<file path="src/rtl/rv32_mem_stage_pkg.sv">
// Shared pipeline types for the RV32 memory stage: memory op codes, the
// exec->mem and mem->writeback buffer structs, and small helper functions.
package rv32_mem_stage_pkg;

    typedef enum logic [3:0] {
        MEM_NONE = 4'd0,
        LB       = 4'd1,
        LH       = 4'd2,
        LW       = 4'd3,
        LBU      = 4'd4,
        LHU      = 4'd5,
        SB       = 4'd6,
        SH       = 4'd7,
        SW       = 4'd8
    } mem_op_t;

    typedef struct packed {
        mem_op_t     mem_op;
        logic [4:0]  rd;
        logic        wb_en;
    } decoded_instr_t;

    typedef struct packed {
        logic [31:0]    instr;
        logic [31:0]    pc;
        decoded_instr_t decoded_instr;
        logic [31:0]    mem_addr;
        logic [31:0]    wb_result;
        logic [31:0]    store_data;
    } exec_buffer_data_t;

    typedef struct packed {
        logic           valid;
        logic [31:0]    instr;
        logic [31:0]    pc;
        decoded_instr_t decoded_instr;
        logic [31:0]    wb_result;
        logic           mem_fault;
    } mem_buffer_data_t;

    function automatic logic isStore(mem_op_t op);
        return (op == SB) || (op == SH) || (op == SW);
    endfunction

    function automatic logic isMemOp(mem_op_t op);
        return (op == LB) || (op == LH) || (op == LW) || (op == LBU) ||
               (op == LHU) || isStore(op);
    endfunction

    function automatic mem_buffer_data_t makeMemData(exec_buffer_data_t e,
                                                     logic [31:0] wb,
                                                     logic fault);
        mem_buffer_data_t m;
        m.valid         = 1'b1;
        m.instr         = e.instr;
        m.pc            = e.pc;
        m.decoded_instr = e.decoded_instr;
        m.wb_result     = wb;
        m.mem_fault     = fault;
        return m;
    endfunction

endpackage

</file>
<file path="src/rtl/rv32_mem_stage_if.sv">
// Data-memory request/response bus between the memory stage (master) and
// the data memory or bus fabric (slave).
interface rv32_mem_stage_if;

    logic        dmem_req_valid;
    logic        dmem_req_ready;
    logic [31:0] dmem_addr;
    logic        dmem_we;
    logic [3:0]  dmem_be;
    logic [31:0] dmem_wdata;
    logic        dmem_resp_valid;
    logic [31:0] dmem_rdata;

    modport master (
        output dmem_req_valid,
        output dmem_addr,
        output dmem_we,
        output dmem_be,
        output dmem_wdata,
        input  dmem_req_ready,
        input  dmem_resp_valid,
        input  dmem_rdata
    );

    modport slave (
        input  dmem_req_valid,
        input  dmem_addr,
        input  dmem_we,
        input  dmem_be,
        input  dmem_wdata,
        output dmem_req_ready,
        output dmem_resp_valid,
        output dmem_rdata
    );

endinterface

</file>
<file path="src/rtl/rv32_mem_align.sv">
// Combinational lane logic: load byte/half extraction with sign/zero
// extension, store byte-enable and data replication, alignment checking.
module rv32_mem_align
    import rv32_mem_stage_pkg::*;
(
    input  mem_op_t     mem_op_i,
    input  logic [1:0]  addr_lo_i,
    input  logic [31:0] store_data_i,
    input  logic [31:0] rdata_i,
    output logic [3:0]  be_o,
    output logic [31:0] wdata_o,
    output logic        we_o,
    output logic [31:0] load_data_o,
    output logic        misaligned_o
);

    logic [7:0]  byteSel;
    logic [15:0] halfSel;

    assign byteSel = 8'(rdata_i >> {addr_lo_i, 3'b000});
    assign halfSel = addr_lo_i[1] ? rdata_i[31:16] : rdata_i[15:0];

    // Loads always fetch the full word; the lane is picked out of rdata.
    always_comb begin
        be_o         = 4'b1111;
        wdata_o      = 32'h0;
        we_o         = 1'b0;
        load_data_o  = 32'h0;
        misaligned_o = 1'b0;
        unique case (mem_op_i)
            LB:  load_data_o = {{24{byteSel[7]}}, byteSel};
            LBU: load_data_o = {24'h0, byteSel};
            LH: begin
                load_data_o  = {{16{halfSel[15]}}, halfSel};
                misaligned_o = addr_lo_i[0];
            end
            LHU: begin
                load_data_o  = {16'h0, halfSel};
                misaligned_o = addr_lo_i[0];
            end
            LW: begin
                load_data_o  = rdata_i;
                misaligned_o = |addr_lo_i;
            end
            SB: begin
                we_o    = 1'b1;
                be_o    = 4'b0001 << addr_lo_i;
                wdata_o = {4{store_data_i[7:0]}};
            end
            SH: begin
                we_o         = 1'b1;
                be_o         = addr_lo_i[1] ? 4'b1100 : 4'b0011;
                wdata_o      = {2{store_data_i[15:0]}};
                misaligned_o = addr_lo_i[0];
            end
            SW: begin
                we_o         = 1'b1;
                wdata_o      = store_data_i;
                misaligned_o = |addr_lo_i;
            end
            default: ;
        endcase
    end

endmodule

</file>
<file path="src/rtl/rv32_mem_stage.sv">
// RV32 memory stage: issues one data-memory access per instruction, stalls
// upstream until the response or a bus timeout, and registers the result.
module rv32_mem_stage
    import rv32_mem_stage_pkg::*;
#(
    parameter int unsigned BUS_TIMEOUT = 255
)
(
    input  logic              clk,
    input  logic              resetn,
    input  exec_buffer_data_t exec_data,
    output mem_buffer_data_t  mem_data,
    output logic              stall,
    rv32_mem_stage_if.master  dmem
);

    localparam int unsigned CW = (BUS_TIMEOUT > 1) ? $clog2(BUS_TIMEOUT) : 1;

    typedef enum logic [1:0] {IDLE, REQ, RESP} state_e;

    state_e           state_q, state_d;
    logic [CW-1:0]    timeoutCnt_q, timeoutCnt_d;
    mem_buffer_data_t memData_q, memData_d;

    mem_op_t     memOp;
    logic [3:0]  alignBe;
    logic [31:0] alignWdata;
    logic        alignWe;
    logic [31:0] loadData;
    logic        misaligned;
    logic        reqValid;
    logic        stallRaw;

    assign memOp = exec_data.decoded_instr.mem_op;

    rv32_mem_align u_align (
        .mem_op_i     (memOp),
        .addr_lo_i    (exec_data.mem_addr[1:0]),
        .store_data_i (exec_data.store_data),
        .rdata_i      (dmem.dmem_rdata),
        .be_o         (alignBe),
        .wdata_o      (alignWdata),
        .we_o         (alignWe),
        .load_data_o  (loadData),
        .misaligned_o (misaligned)
    );

    // Request fields come straight from exec_data, which upstream holds
    // stable while stall is high, so REQ needs no separate request latch.
    always_comb begin
        state_d      = state_q;
        timeoutCnt_d = timeoutCnt_q;
        memData_d    = '0;
        reqValid     = 1'b0;
        stallRaw     = 1'b0;
        unique case (state_q)
            IDLE: begin
                timeoutCnt_d = '0;
                if (!isMemOp(memOp)) begin
                    memData_d = makeMemData(exec_data, exec_data.wb_result, 1'b0);
                end else if (misaligned) begin
                    memData_d = makeMemData(exec_data, 32'h0, 1'b1);
                end else begin
                    reqValid = 1'b1;
                    stallRaw = 1'b1;
                    state_d  = dmem.dmem_req_ready ? RESP : REQ;
                end
            end
            REQ: begin
                reqValid     = 1'b1;
                stallRaw     = 1'b1;
                timeoutCnt_d = '0;
                if (dmem.dmem_req_ready) begin
                    state_d = RESP;
                end
            end
            RESP: begin
                if (dmem.dmem_resp_valid) begin
                    memData_d    = makeMemData(exec_data,
                                               isStore(memOp) ? 32'h0 : loadData,
                                               1'b0);
                    state_d      = IDLE;
                    timeoutCnt_d = '0;
                end else if (timeoutCnt_q == CW'(BUS_TIMEOUT - 1)) begin
                    memData_d    = makeMemData(exec_data, 32'h0, 1'b1);
                    state_d      = IDLE;
                    timeoutCnt_d = '0;
                end else begin
                    stallRaw     = 1'b1;
                    timeoutCnt_d = timeoutCnt_q + CW'(1);
                end
            end
            default: state_d = IDLE;
        endcase
    end

    always_ff @(posedge clk or negedge resetn) begin
        if (!resetn) begin
            state_q      <= IDLE;
            timeoutCnt_q <= '0;
            memData_q    <= '0;
        end else begin
            state_q      <= state_d;
            timeoutCnt_q <= timeoutCnt_d;
            memData_q    <= memData_d;
        end
    end

    // Gating with resetn keeps the handshake quiet while reset is asserted,
    // even if exec_data still carries a memory op.
    assign stall               = resetn & stallRaw;
    assign dmem.dmem_req_valid = resetn & reqValid;
    assign dmem.dmem_addr      = {exec_data.mem_addr[31:2], 2'b00};
    assign dmem.dmem_we        = alignWe;
    assign dmem.dmem_be        = alignBe;
    assign dmem.dmem_wdata     = alignWdata;
    assign mem_data            = memData_q;

endmodule

</file>
<file path="src/flat_wrapper.sv">
// flat-port wrapper written by rule: the top's interface ports become plain ports
module rv32_mem_stage_flat import rv32_mem_stage_pkg::*;
#(
    parameter int unsigned BUS_TIMEOUT = 255
)
  (clk, resetn, exec_data, mem_data, stall, dmem_dmem_req_valid, dmem_dmem_addr, dmem_dmem_we, dmem_dmem_be, dmem_dmem_wdata, dmem_dmem_req_ready, dmem_dmem_resp_valid, dmem_dmem_rdata);
  rv32_mem_stage_if dmem_i ();
  input  logic clk;
  input  logic resetn;
  input  exec_buffer_data_t exec_data;
  output mem_buffer_data_t mem_data;
  output logic stall;
  output wire logic [$bits(dmem_i.dmem_req_valid)-1:0] dmem_dmem_req_valid;
  output wire logic [$bits(dmem_i.dmem_addr)-1:0] dmem_dmem_addr;
  output wire logic [$bits(dmem_i.dmem_we)-1:0] dmem_dmem_we;
  output wire logic [$bits(dmem_i.dmem_be)-1:0] dmem_dmem_be;
  output wire logic [$bits(dmem_i.dmem_wdata)-1:0] dmem_dmem_wdata;
  input wire logic [$bits(dmem_i.dmem_req_ready)-1:0] dmem_dmem_req_ready;
  input wire logic [$bits(dmem_i.dmem_resp_valid)-1:0] dmem_dmem_resp_valid;
  input wire logic [$bits(dmem_i.dmem_rdata)-1:0] dmem_dmem_rdata;
  assign dmem_dmem_req_valid = dmem_i.dmem_req_valid;
  assign dmem_dmem_addr = dmem_i.dmem_addr;
  assign dmem_dmem_we = dmem_i.dmem_we;
  assign dmem_dmem_be = dmem_i.dmem_be;
  assign dmem_dmem_wdata = dmem_i.dmem_wdata;
  assign dmem_i.dmem_req_ready = dmem_dmem_req_ready;
  assign dmem_i.dmem_resp_valid = dmem_dmem_resp_valid;
  assign dmem_i.dmem_rdata = dmem_dmem_rdata;
  rv32_mem_stage #(.BUS_TIMEOUT(BUS_TIMEOUT)) u_core (.clk(clk), .resetn(resetn), .exec_data(exec_data), .mem_data(mem_data), .stall(stall), .dmem(dmem_i));
endmodule
</file>
<file path="config.mk">
export PLATFORM = sky130hd
export DESIGN_NAME = rv32_mem_stage_flat
export DESIGN_NICKNAME = d
export VERILOG_FILES = /design/src/rtl/rv32_mem_stage_pkg.sv /design/src/rtl/rv32_mem_stage_if.sv /design/src/rtl/rv32_mem_align.sv /design/src/rtl/rv32_mem_stage.sv /design/src/flat_wrapper.sv
export SDC_FILE = /design/constraint.sdc
export NUM_CORES = 1
export LEC_CHECK = 0
export ABC_CLOCK_PERIOD_IN_PS = 2050
export BUFFER_PORTS_ARGS = -buffer_cell sky130_fd_sc_hd__buf_4
export CORE_AREA = 2 2 149 151
export CTS_CLUSTER_SIZE = 40
export DETAILED_ROUTE_END_ITERATION = 10
export DIE_AREA = 0 0 151 153
export PLACE_DENSITY_LB_ADDON = 0.08
export SYNTH_ARGS = -nofsm -noshare
export SYNTH_HDL_FRONTEND = slang
export SYNTH_HIERARCHICAL = 1
export SYNTH_SLANG_ARGS = --single-unit
</file>
<file path="constraint.sdc">
create_clock -name clk -period 2.05 [get_ports clk]
set_input_delay 0.205 -clock clk [delete_from_list [all_inputs] [get_ports clk]]
set_output_delay 0.205 -clock clk [all_outputs]
set_load 0.05 [all_outputs]
</file>
======== After elaboration in Yosys (flattened, before gate mapping) ========
Cells that the tools add are included.
operators by class
  add/subtract/negate cells ............... 1
  multipliers ............................. 0
  div/mod/pow operators ................... 0
  order comparisons ....................... 0
  equality and inequality tests ........... 15
  shift operators ......................... 2
  multiplexer cells ....................... 29
  bitwise logic cells ..................... 2
  reductions and logical operators ........ 15
operators with widths
  kind                                                  number
  2-to-1 mux 108 bit                                    4
  case mux 108 bit (2 select lines)                     1
  case mux 32 bit (5 select lines)                      1
  case mux 32 bit (3 select lines)                      1
  2-to-1 mux 32 bit                                     1
  right shift 32 x 5 -> 8 bit                           1
  equality test 4 x 3 -> 1 bit (second input constant)  4
  2-to-1 mux 16 bit                                     1
  2-to-1 mux 8 bit                                      2
  case mux 8 bit (2 select lines)                       1
  2-to-1 mux 2 bit                                      6
  adder 8 x 1 -> 8 bit (second input constant)          1
  equality test 4 x 2 -> 1 bit (second input constant)  2
  equality test 8 bit (second input constant)           1
  case mux 4 bit (2 select lines)                       1
  logical OR 1 bit                                      7
  case mux 2 bit (3 select lines)                       1
  OR reduction 2 bit                                    3
  OR reduction 3 bit                                    2
  2-to-1 mux 1 bit                                      5
  equality test 4 x 1 -> 1 bit (second input constant)  1
  equality test 4 bit (second input constant)           1
  2-to-1 mux 4 bit                                      1
  != test 2 bit (second input constant)                 2
  11 further kinds                                      13
storage, ports and cells
  flip-flop bits (word level) ............. 118
  bits in latches ......................... 0
  RAM bits ................................ 0
  bits in read-only memories .............. 0
  input bits .............................. 206
  output and inout port bits .............. 179
  logic and storage cells ................. 74
  memories ................................ 0

======== Depth between registers and ports, before layout ========
Gate-level depths: netlist of the first run.
  word-level depth ........................ 9
  gate-level depth with buffers ........... 9
  gate-level depth less buffers ........... 6

======== Cells and area by module ========
Netlist of the first run, hierarchy kept.
modules (own cells, without submodules)
  module          instances  cells an instance  area an instance (um^2)  seq. area each (um^2)
  rv32_mem_stage  1          333                4430.5                   2952.8
  rv32_mem_align  1          184                1480.2                   0.0

======== Least setup slack after synthesis of the first run ========
No wires, ideal clock.
  kind .................................... input -> output
  from .................................... input port exec_data[65] (netlist name)
  to ...................................... output port dmem_dmem_be[2]
  arrival ................................. 1934 ps
  data required time ...................... 1845 ps
  setup slack ............................. -89 ps
  stages .................................. 5
  buffers on the path ..................... 3
  cell sequence ........................... buf_6 buf_4 buf_2 inv_1 o21ai_0
on the way
  cells in the longest elaborated chain, start to end .. 2
  elaborated cells on any way between the ends .. 3
  those cells by class .................... 1 x shift; 2 x mux
ends and longest elaborated chain
  item                                                                  RTL line                                    text
  start: declaration                                                    flat_wrapper.sv:10                          input exec_buffer_data_t exec_data;
  2-to-1 mux 4 bit / << shifter 1 x 2 -> 4 bit (equally long branches)  rv32_mem_align.sv:52, rv32_mem_align.sv:47
  case mux 4 bit (2 select lines) (*)                                   rv32_mem_align.sv:30                        unique case (mem_op_i)
  end: declaration                                                      flat_wrapper.sv:16                          output wire logic [$bits(dmem_i.dmem_be)-1:0] dmem_dmem_be;
Mark *: on every way between the ends. The rest lies on a longest branch, timed or not.

======== Final worst setup path of the first run ========
  from .................................... register u_core.state_q[0]
  to ...................................... output port stall
on the way
  cells in the longest elaborated chain, start to end .. 3
  elaborated cells on any way between the ends .. 5
  those cells by class .................... 2 x eq/ne; 1 x mux; 1 x bitwise; 1 x reduce/logical
ends and longest elaborated chain
  item                                         RTL line               text
  start: declaration                           rv32_mem_stage.sv:21   state_e state_q, state_d;
  start signal: assignment                     rv32_mem_stage.sv:103  state_q <= state_d;
  equality test 2 bit (tied with other cells)  rv32_mem_stage.sv:56   unique case (state_q)
  case mux 1 bit (3 select lines) (*)          rv32_mem_stage.sv:56
  bitwise AND 1 bit (*)                        rv32_mem_stage.sv:111  assign stall = resetn & stallRaw;
  end: declaration                             flat_wrapper.sv:12     output logic stall;
Marks and branches as above.

==> run metrics, run 1 <==
area delta synth->final=66.57%; Total Wirelength=21970 um; worst min-delay path class=input pin to flip-flop; global route total overflow=0; Final period util=96.27%; Critical Path End Type=output port; status=finished clean; Peak VDD IR=469.8 uV; Rows=54; Worst-path clk slew=approximately 60 ps; n_diodes=0; Slew Limit Fails=0; slew of the pin with the lowest slew margin=775.8 ps; synthesis-stage register bit count=118; Inst Count DP=1079; Crit Path Max Fanout=4; Synth warnings=6; IO Port Bufs=322; Sink Count=118; final worst slack=76.41 ps; Max clock buf depth=2; Pre-antenna DRT Iters=5; H-tree Lvls=4; HPWL Detailed=16600 um; die height=153 um; pwr dens=896.7 nW/um^2; met3 Resource Use GR=~4.8%; DP Worst Slack=98.29 ps; TritonCTS clock tree=yes; Non-Filler Instances=1190; Mapped Cells=517; Worst Setup Start Kind=flip-flop; final setup fails=0; CTS buffer count=17; Worst-Skew Late Latency=430 ps; met2 Use GR=between 30% and 40%; Filler cells=around 2000; Crit path required time=approximately 1900 ps; core footprint=21490 sq um; mapped cell area=a little under 6000 sq um; GRT busiest layer=met2; Post-route DRC=0; routed len/inst=between 15 and 20 um; MaxCap Viol Count=0; Root Driver=clkbuf_16; CP Class=flip-flop to output port; Final GP Congestion=about 0.85; # IOs=385; Peak Freq=a little over 500 MHz; crit path time final=1974 ps; CP Data Arrival Time=around 1800 ps; syn_area_per_cell=~11 sq um; largest net degree at the start of global routing=98; slew margin rel.=47.53%; Tot GR Track Use=18.60%; via count of the first global-routing pass=5855; sequential fraction of the synthesis area=about half; die width=151 um; nets@finish=1106; Global Route met1 Usage=22.23%; Worst Skew=27.31 ps; first-pass GRT wire length=32860 um; register-to-register setup slack=140 ps; Async SR Flop Fraction=100.0%; Die ar.=around 23000 sq um; Vias=5525; Pleak=4.948 nW; antenna violations before repair=0; Post-synth EDFFs=0; Final ANT Viol Nets=0; Hold Vio Cnt, Final=0; Post-synth top flop=dfrtp_1; Yosys cell types=53; Iter 0 DRT Violations=between 200 and 300; DR vias/cell=4.643; layout cells sized above 1=46.59%; initial core utilization=around 28%
## worst max-delay path, stage by stage (launching register included)
cell and delay, ps:
dfrtp_2 430, or3b_4 410, a41oi_4 220, o21a_1 160
buf_6 160
## flip-flops by register name, summed over array words and instances (netlist names)
signal	count
u_core/state_q	2
u_core/mem_data	108
u_core/timeoutCnt_q	8
## per-stage QoR
step / total power (W) / cell area (sq um) / hold WS [ps] / setup TNS, ps / util [%]
after floorplan: 0.004741 / 5914 / -90.59 / -178.7 / -
after CTS: 0.008924 / 9797 / 0.4441 / 0 / 45.60
after detailed placement: 0.005663 / 8429 / 147.4 / 0 / 39.23
final: 0.008829 / 9846 / 9.862 / 0 / 45.82
after global placement: 0.005650 / 8429 / 149.1 / 0 / 39.23
after global routing: 0.009220 / 9846 / 1.463 / -25.47 / 45.82
## Yosys cell counts (all sizes together) (2+ instances only)
library cell / instances / area share, %
dfrtp: 118 / 50
and2: 76 / 8.0
buf: 56 / 7.5
a22o: 48 / 7.1
o21ai: 44 / 4.5
mux2i: 24 / 4.1
nor2: 24 / 1.5
nand2: 23 / 1.5
nor2b: 11 / 1.2
clkbuf: 10 / 0.68
a32oi: 8 / 1.2
inv: 8 / 0.51
mux4: 8 / 3.1
o211ai: 8 / 1.7
a21oi: 6 / 0.51
a31oi: 4 / 0.68
a21o: 3 / 0.38
nand2b: 3 / 0.32
nand3: 3 / 0.25
a41o: 2 / 0.34
a41oi: 2 / 0.30
ha: 2 / 0.42
nand3b: 2 / 0.25
nand4: 2 / 0.21
nand4b: 2 / 0.55
or3: 2 / 0.21
xor2: 2 / 0.30
## layout by cell type (no fill, tap or decap), types with 3 or more instances in the layout
cell type / n
o21ai_0: 32
inv_6: 3
bufinv_16: 3
dfrtp_1: 117
a32oi_1: 8
mux4_2: 7
nor2_1: 24
buf_4: 348
dlygate4sd3_1: 75
mux2i_1: 24
inv_1: 7
a31oi_1: 3
o211ai_2: 8
and2_1: 76
clkbuf_16: 17
a21oi_1: 6
clkinv_4: 4
nand2_1: 23
a22o_1: 48
buf_12: 3
nor2b_1: 11
nand2b_1: 3
nand3_1: 3
a21o_1: 3
o21ai_2: 12
## worst paths after layout
| kind | start | to | depth (start not counted) |
|---|---|---|---|
| max | u_core/state_q[0]$_DFFE_PN0P_ | stall | 4 |
| min | exec_data[112] | u_core/mem_data[49]$_DFF_PN0_ | 2 |
| max reg2reg | u_core/timeoutCnt_q[5]$_DFFE_PN0P_ | u_core/mem_data[36]$_DFF_PN0_ | 5 |
| min reg2reg | u_core/timeoutCnt_q[5]$_DFFE_PN0P_ | u_core/timeoutCnt_q[5]$_DFFE_PN0P_ | 1 |
| max in group asynchronous | resetn | u_core/mem_data[30]$_DFF_PN0_ | 3 |
| min in group asynchronous | resetn | u_core/timeoutCnt_q[0]$_DFFE_PN0P_ | 2 |
## per-layer routing
metal	wire length, um	part of all wire (%)
met5	0	0
met1	8806	40
met3	1775	8.1
met2	11020	50
met4	368	1.7
## where the power goes
group          internal [W]  total [W]  switching (W)
clock               0.00192    0.00308        0.00116
sequential          0.00263    0.00272      0.0000977
combinational       0.00111    0.00302        0.00192
total               0.00565    0.00883        0.00318
## area by class of cell
cell class / instances / area [sq um] / share of cell area (%)
inverter: 8 / 30.03 / 0.3050
timing repair buffer: 427 / 3435 / 34.88
multi-input combinational: 326 / 2475 / 25.14
sequential: 118 / 2954 / 30.00
tap: 280 / 350.3 / 3.558
clock inverter: 14 / 176.4 / 1.792
clock buffer: 17 / 425.4 / 4.321
## what timing repair did
| item | in CTS | in global routing |
|---|---|---|
| hold buffers | 74 | 1 |
| resized for setup | 4 | 1 |
| endpoints found under the setup margin | 1 | 1 |
| endpoints found under the hold margin | 94 | 1 |
| setup buffers | 0 | 5 |
| pin swaps | 0 | 1 |
## logic make-up (layout without fill, tap and decap cells)
group | count (synthesis) | in the layout | share of synthesized area (%)
and+or+nand+nor | 156 | 156 | 15.52
AOI/OAI and AO/OA | 132 | 132 | 17.87
DFF | 118 | 118 | 49.96
buffers and inverters | 74 | 466 | 8.700
muxes | 32 | 32 | 7.176
adders and majority gates | 2 | 2 | 0.4233
xor gates and xnor gates | 2 | 2 | 0.2964
other | 1 | 2 | 0.06344
Note: power is estimated with default switching activity, not from simulation.
==> run 2, diff against run 1 <==
--- a/config.mk
+++ b/config.mk
@@ -5,12 +5,13 @@
 export SDC_FILE = /design/constraint.sdc
 export NUM_CORES = 1
 export LEC_CHECK = 0
+export ABC_AREA = 1
 export ABC_CLOCK_PERIOD_IN_PS = 2050
 export BUFFER_PORTS_ARGS = -buffer_cell sky130_fd_sc_hd__buf_4
-export CORE_AREA = 2 2 149 151
+export CORE_AREA = 2 2 148 150
 export CTS_CLUSTER_SIZE = 40
 export DETAILED_ROUTE_END_ITERATION = 10
-export DIE_AREA = 0 0 151 153
+export DIE_AREA = 0 0 150 152
 export PLACE_DENSITY_LB_ADDON = 0.08
 export SYNTH_ARGS = -nofsm -noshare
 export SYNTH_HDL_FRONTEND = slang
==> run 2 against run 1 <==
Utilization grew 0.30 points. Design area about the same. Routed wire length grew 6.7%. Hold slack gained 5.6 ps. Synthesized cell count rose by 54%. Die area fell by 1.3%. Clock power increased by 5%. Global-route usage up 1.5 points. Via count up 18%. Clock skew decreased by 18 ps. First-iteration DRC count grew 6.1%.
==> run metrics, run 2 <==
status=finished clean; die width=150 um (-0.66%); Iter 0 DRT Violations=297 (+6.1%); TritonCTS clock tree=yes; Final period util=93.75% (-2.5 points); Tot GR Track Use=20.08% (+1.5 points); Final GP Congestion=0.8366 (-1.8%); DR vias/cell=4.664 (+0.45%); commonest non-fill, non-tap cell in the layout=buf_4; Post-route DRC=0 (unchanged); dominant cells by area after synthesis=dfrtp_1, nand2_1, nand3_1; adder-cell share of the synthesized area=0.3807% (-0.043 points); worst min-delay path class=input pin to flip-flop; via count of the first global-routing pass=6302 (+7.6%); Die ar.=22800 sq um (-1.3%); antenna violations before repair=1 (+1); most frequent cells in the layout=buf_4, nand2_1, nand3_1; syn_area_per_cell=8.236 sq um (-28%); IO Port Bufs=322 (unchanged); Finished Core Util=46.12% (+0.30 points); slew margin rel.=58.89% (+11 points); H-tree Lvls=4 (unchanged); die height=152 um (-0.65%); initial core utilization=30.78% (+3.3 points); CP Class=flip-flop to output port; count leader, synth=nand2_1; post-synthesis simple-gate area fraction=27.36% (+12 points); Worst-path clk slew=50 ps (about the same); Mapped Cells=798 (+54%); area delta synth->final=49.82%; CTS buffer count=17 (unchanged); Worst-Skew Late Latency=420 ps (about the same); Yosys cell types=35 (-34%); hold slack final=15.45 ps (+5.591 ps); register-to-register setup slack=240 ps (+100 ps); crit path time final=1922 ps (-51.62 ps); Crit Path Max Fanout=5 (+1); final setup fails=0 (unchanged); first-pass GRT wire length=35270 um (+7.3%); Critical Path End Type=output port; Worst Setup Start Kind=flip-flop; Worst Skew=8.835 ps (-18.48 ps); pwr dens=1177 nW/um^2 (+31%); largest family of logic cells by synthesized area=simple AND/OR/NAND/NOR gates; routed len/inst=16.81 um (-8.9%); largest net degree at the start of global routing=116 (+18%); RSZ-0062 raised after global routing=no; post-synthesis mux area share=0% (-7.2 points); area leader, netlist=dfrtp_1; Synth warnings=6 (unchanged); Root Driver=clkbuf_16; mapped cell area=6573 sq um (+11%); Peak Freq=520.3 MHz (+2.7%); core footprint=21350 sq um (-0.63%); setup TNS=0 ps (unchanged); CP Data Arrival Time=1720 ps (-50 ps); Crit path required time=1850 ps (about the same); Sink Count=118 (unchanged); nets@finish=1308 (+18%); Pleak=5.347 nW (+8.1%); # IOs=385 (unchanged); post-synth top area share=44.93% (-5.0 points); Post-synth top flop=dfrtp_1; Max clock buf depth=2 (unchanged); Commonest cells post-synth=nand2_1, nand3_1, dfrtp_1; Synth Area in Compound Gates=14.91% (-3.0 points); sequential fraction of the synthesis area=44.93% (-5.0 points); Post-synth EDFFs=0 (unchanged); Rows=54 (unchanged); Peak VDD IR=551.4 uV (+17%); Slew Limit Fails=0 (unchanged); global route total overflow=0 (unchanged); Pre-antenna DRT Iters=5 (unchanged); Async SR Flop Fraction=100.0% (unchanged); layout cells sized above 1=40.79% (-5.8 points); slew of the pin with the lowest slew margin=616.6 ps (-159.2 ps); Vias=6501 (+18%); Total Wirelength=23440 um (+6.7%); HPWL Detailed=18010 um (+8.5%); max reg flops=108 (unchanged); Final ANT Viol Nets=0 (unchanged); MaxCap Viol Count=0 (unchanged); post-synthesis xor/xnor area fraction=0.6663% (+0.37 points); Hold Vio Cnt, Final=0 (unchanged); synthesis-stage register bit count=118 (unchanged)
run 2: changes by cell type after synthesis, moves of 26 or more:
cell      before  now
a21boi_2       1   46
nand3_1        3  128
a22o_1        48    0
and2_1        76    0
inv_1          7   44
a21boi_0       0   26
nand2_1       23  232
run 2: worst paths after layout:
kind                                               startpoint                                 end  cells after the start
min in group asynchronous                              resetn        u_core/mem_data[2]$_DFF_PN0_                      2
setup reg to reg           u_core/timeoutCnt_q[0]$_DFFE_PN0P_       u_core/mem_data[49]$_DFF_PN0_                     10
max in group asynchronous                              resetn       u_core/mem_data[26]$_DFF_PN0_                      3
hold reg to reg            u_core/timeoutCnt_q[7]$_DFFE_PN0P_  u_core/timeoutCnt_q[7]$_DFFE_PN0P_                      2
hold / removal                                  exec_data[38]        u_core/mem_data[7]$_DFF_PN0_                      3
setup / recovery           u_core/timeoutCnt_q[0]$_DFFE_PN0P_                               stall                     12
run 2: critical path, cell delays in order, from the launching register on:
cell     delay (ps)
dfrtp_1         410
inv_1            60
ha_1            190
inv_1            60
nor2_2           40
nand2_2          60
nand3_2          80
nand2_1          70
inv_1            30
nand2_1          40
nand2_1          60
inv_2            50
buf_6           140
run 2: cell type report:
type	count	area, sq um
inverters	51	193.9
repair buffers	362	2831
diodes	1	2.502
multi-input cells	550	2870
fillers	2218	11500
well taps	280	350.3
clock inverters	13	192.7
flip-flops and latches	118	2953
clock buffers	19	452.9
run 2: per-stage QoR:
stage	total power [W]	setup WS, ps	std cells	cell area [sq um]
after detailed placement	0.008414	250.0	1346	9042
after global routing	0.01215	1.861	1394	9847
after global placement	0.008396	291.8	1346	9042
after CTS	0.01170	9.397	1392	9828
final	0.01159	128.0	1394	9847
after floorplan	0.006825	4.044	799	6580
run 2: timing repair:
action | in CTS | in global routing
endpoints found under the hold margin | 16 | 0
hold buffers | 14 | 0
buffers inserted | 0 | 1
resized for setup | 0 | 3
endpoints found under the setup margin | 0 | 1
run 2: power breakdown:
part	leakage (nW)	total [W]	switching [W]	internal, W
sequential	1.56	0.00308	0.000198	0.00289
combinational	3.47	0.00527	0.00368	0.00159
clock	0.311	0.00323	0.00112	0.00211
total	5.35	0.0116	0.00500	0.00659
run 2: layer usage:
metal  global-route usage [%]  up-vias  routed length (um)
met4                    6.199        0                 350
met3                    5.976       21                2092
met2                    32.68      323               11160
met5                        0        -                   0
met1                    25.62     3001                9837
li1                         -     3156                   -
run 2: logic make-up after synthesis:
kind of cell             Yosys count
AO/OA/AOI/OAI                    122
XOR/XNOR                           5
adder cells (fa/ha/maj)            2
buffers and inverters            131
flip-flops                       118
other                              1
AND/OR/NAND/NOR                  419
==> run 3, diff against run 2 <==
--- a/config.mk
+++ b/config.mk
@@ -12,7 +12,6 @@
 export CTS_CLUSTER_SIZE = 40
 export DETAILED_ROUTE_END_ITERATION = 10
 export DIE_AREA = 0 0 150 152
-export PLACE_DENSITY_LB_ADDON = 0.08
 export SYNTH_ARGS = -nofsm -noshare
 export SYNTH_HDL_FRONTEND = slang
 export SYNTH_HIERARCHICAL = 1
==> run 3 against run 2 <==
Utilization is 0.50 points lower. Final cell count is 0.65% lower. Largest power group unchanged. Setup slack gained 36 ps. Combinational power hardly changed.
==> run metrics, run 3 (synthesis gave the netlist of run 2 again) <==
status=finished clean; IO Port Bufs=322 (unchanged); Max clock buf depth=2 (unchanged); # IOs=385 (unchanged); CP Class=flip-flop to output port; hold slack final=19.92 ps (+4.466 ps); Worst-path clk slew=60 ps (about the same); Die ar.=22800 sq um (unchanged); Worst Setup Start Kind=flip-flop; area delta synth->final=48.18%; via count of the first global-routing pass=6232 (-1.1%); commonest non-fill, non-tap cell in the layout=buf_4; Peak VDD IR=711.4 uV (+29%); Filler cells=2178 (-1.8%); RSZ-0062 raised after global routing=no; MaxCap Viol Count=0 (unchanged); Critical Path End Type=output port; Worst-Skew Late Latency=410 ps (about the same); Post-route DRC=0 (unchanged); nets@finish=1300 (-0.61%); CP Data Arrival Time=1680 ps (-40 ps); antenna violations before repair=0 (-1); max reg flops=108 (unchanged); n_diodes=0 (-1); Hold Vio Cnt, Final=0 (unchanged); area of the multi-input gates=2873 sq um (about the same); pwr dens=1167 nW/um^2 (-0.81%); initial core utilization=30.78% (unchanged); Pre-antenna DRT Iters=6 (+1); Peak Freq=530.2 MHz (+1.9%); Rows=54 (unchanged); sequential power share=27.3% (+0.7 points); Crit Path Max Fanout=3 (-2); worst min-delay path class=input pin to flip-flop; CTS buffer count=17 (unchanged); Slew Limit Fails=0 (unchanged); most frequent cells in the layout=buf_4, nand2_1, nand3_1; Final period util=92.01% (-1.7 points); switching pwr=0.005044 W (+0.87%); slew margin rel.=56.92% (-2.0 points); first-pass GRT wire length=36160 um (+2.5%); Sw Ratio=44.37% (+1.2 points); Iter 0 DRT Violations=323 (+8.8%); die height=152 um (unchanged); Pleak=5.309 nW (-0.72%); largest net degree at the start of global routing=119 (+2.6%); Vias=6465 (-0.55%); Tot GR Track Use=20.93% (+0.84 points); die width=150 um (unchanged); combinational fraction of design power=46.6% (+1.1 points); crit path time final=1886 ps (-35.72 ps); Final GP Congestion=0.9975 (+19%); core footprint=21350 sq um (unchanged); layout cells sized above 1=41.09% (+0.30 points); DR vias/cell=4.668 (about the same); clock share of power=26.1% (-1.8 points); H-tree Lvls=4 (unchanged); slew of the pin with the lowest slew margin=646.1 ps (+29.54 ps); setup TNS=0 ps (unchanged); Sink Count=118 (unchanged); Int Pwr=0.006324 W (-4.0%); routed len/inst=17.76 um (+5.6%); Total Wirelength=24600 um (+5.0%); Worst Skew=8.339 ps (-0.4957 ps); HPWL Detailed=19380 um (+7.6%); Crit path required time=1850 ps (about the same); TritonCTS clock tree=yes; global route total overflow=0 (unchanged); Final ANT Viol Nets=0 (unchanged); Root Driver=clkbuf_16; final setup fails=0 (unchanged); Register Area=2953 sq um (unchanged)
[run 3: worst paths after layout]
check / slack, ps / start / to / cells after the start
worst min-delay path: 20 / exec_data[46] / u_core/mem_data[15]$_DFF_PN0_ / 3
worst min register to register: 530 / u_core/timeoutCnt_q[7]$_DFFE_PN0P_ / u_core/timeoutCnt_q[7]$_DFFE_PN0P_ / 2
worst max register to register: 440 / u_core/timeoutCnt_q[0]$_DFFE_PN0P_ / u_core/mem_data[97]$_DFF_PN0_ / 9
worst max-delay path: 160 / u_core/timeoutCnt_q[0]$_DFFE_PN0P_ / stall / 12
min in group asynchronous: 510 / resetn / u_core/mem_data[3]$_DFF_PN0_ / 3
max in group asynchronous: 1030 / resetn / u_core/mem_data[7]$_DFF_PN0_ / 3
[run 3: critical path: stages, from the launching register on]
cell and delay, ps:
dfrtp_1 390, inv_1 60, ha_1 130, inv_1 40
nor2_2 110, nand2_2 90, nand3_2 70, nand2_1 50
inv_1 40, nand2_1 40, nand2_1 50, inv_1 50
buf_6 140
[run 3: power by group through the flow]
stage / clock, W / sequential [W] / combinational, W
after floorplan: 0 / 0.00502 / 0.00181
after global placement: 0 / 0.00315 / 0.00526
after detailed placement: 0 / 0.00315 / 0.00530
after CTS: 0.00304 / 0.00311 / 0.00532
after global routing: 0.00314 / 0.00315 / 0.00559
final: 0.00297 / 0.00310 / 0.00530
[run 3: through the flow]
stage                     total power (W)  utilization [%]  cells  setup slack, ps  cell area (sq um)
after floorplan                  0.006825                -    799            4.044               6580
after global placement           0.008406            42.45   1345            352.8               9062
after detailed placement         0.008449            42.45   1345            313.6               9062
after CTS                         0.01147            45.51   1383            30.73               9716
after global routing              0.01188            45.62   1385            25.01               9739
final                             0.01137            45.62   1385            163.8               9739
[run 3: repair_timing]
item                                    4_1_cts  5_1_grt
buffers inserted                              0        2
hold endpoints to repair                      7        0
hold buffers                                  6        0
endpoints found under the setup margin        0        1
resized for setup                             0        2
[run 3: area by class of cell]
type	instances	area share [%]
Tap cell	280	3.597
Sequential cell	118	30.32
Timing Repair Buffer	354	28.51
Inverter	51	1.991
Clock buffer	17	4.368
Multi-Input combinational cell	550	29.50
Clock inverter	15	1.721
[run 3: layer usage]
metal / wire length [um] / vias up / track usage [%]
met2: 12290 / 301 / 36.07
met4: 855 / 0 / 8.715
met3: 2084 / 35 / 4.955
li1: - / 3134 / -
met1: 9366 / 2995 / 24.78
met5: 0 / - / 0
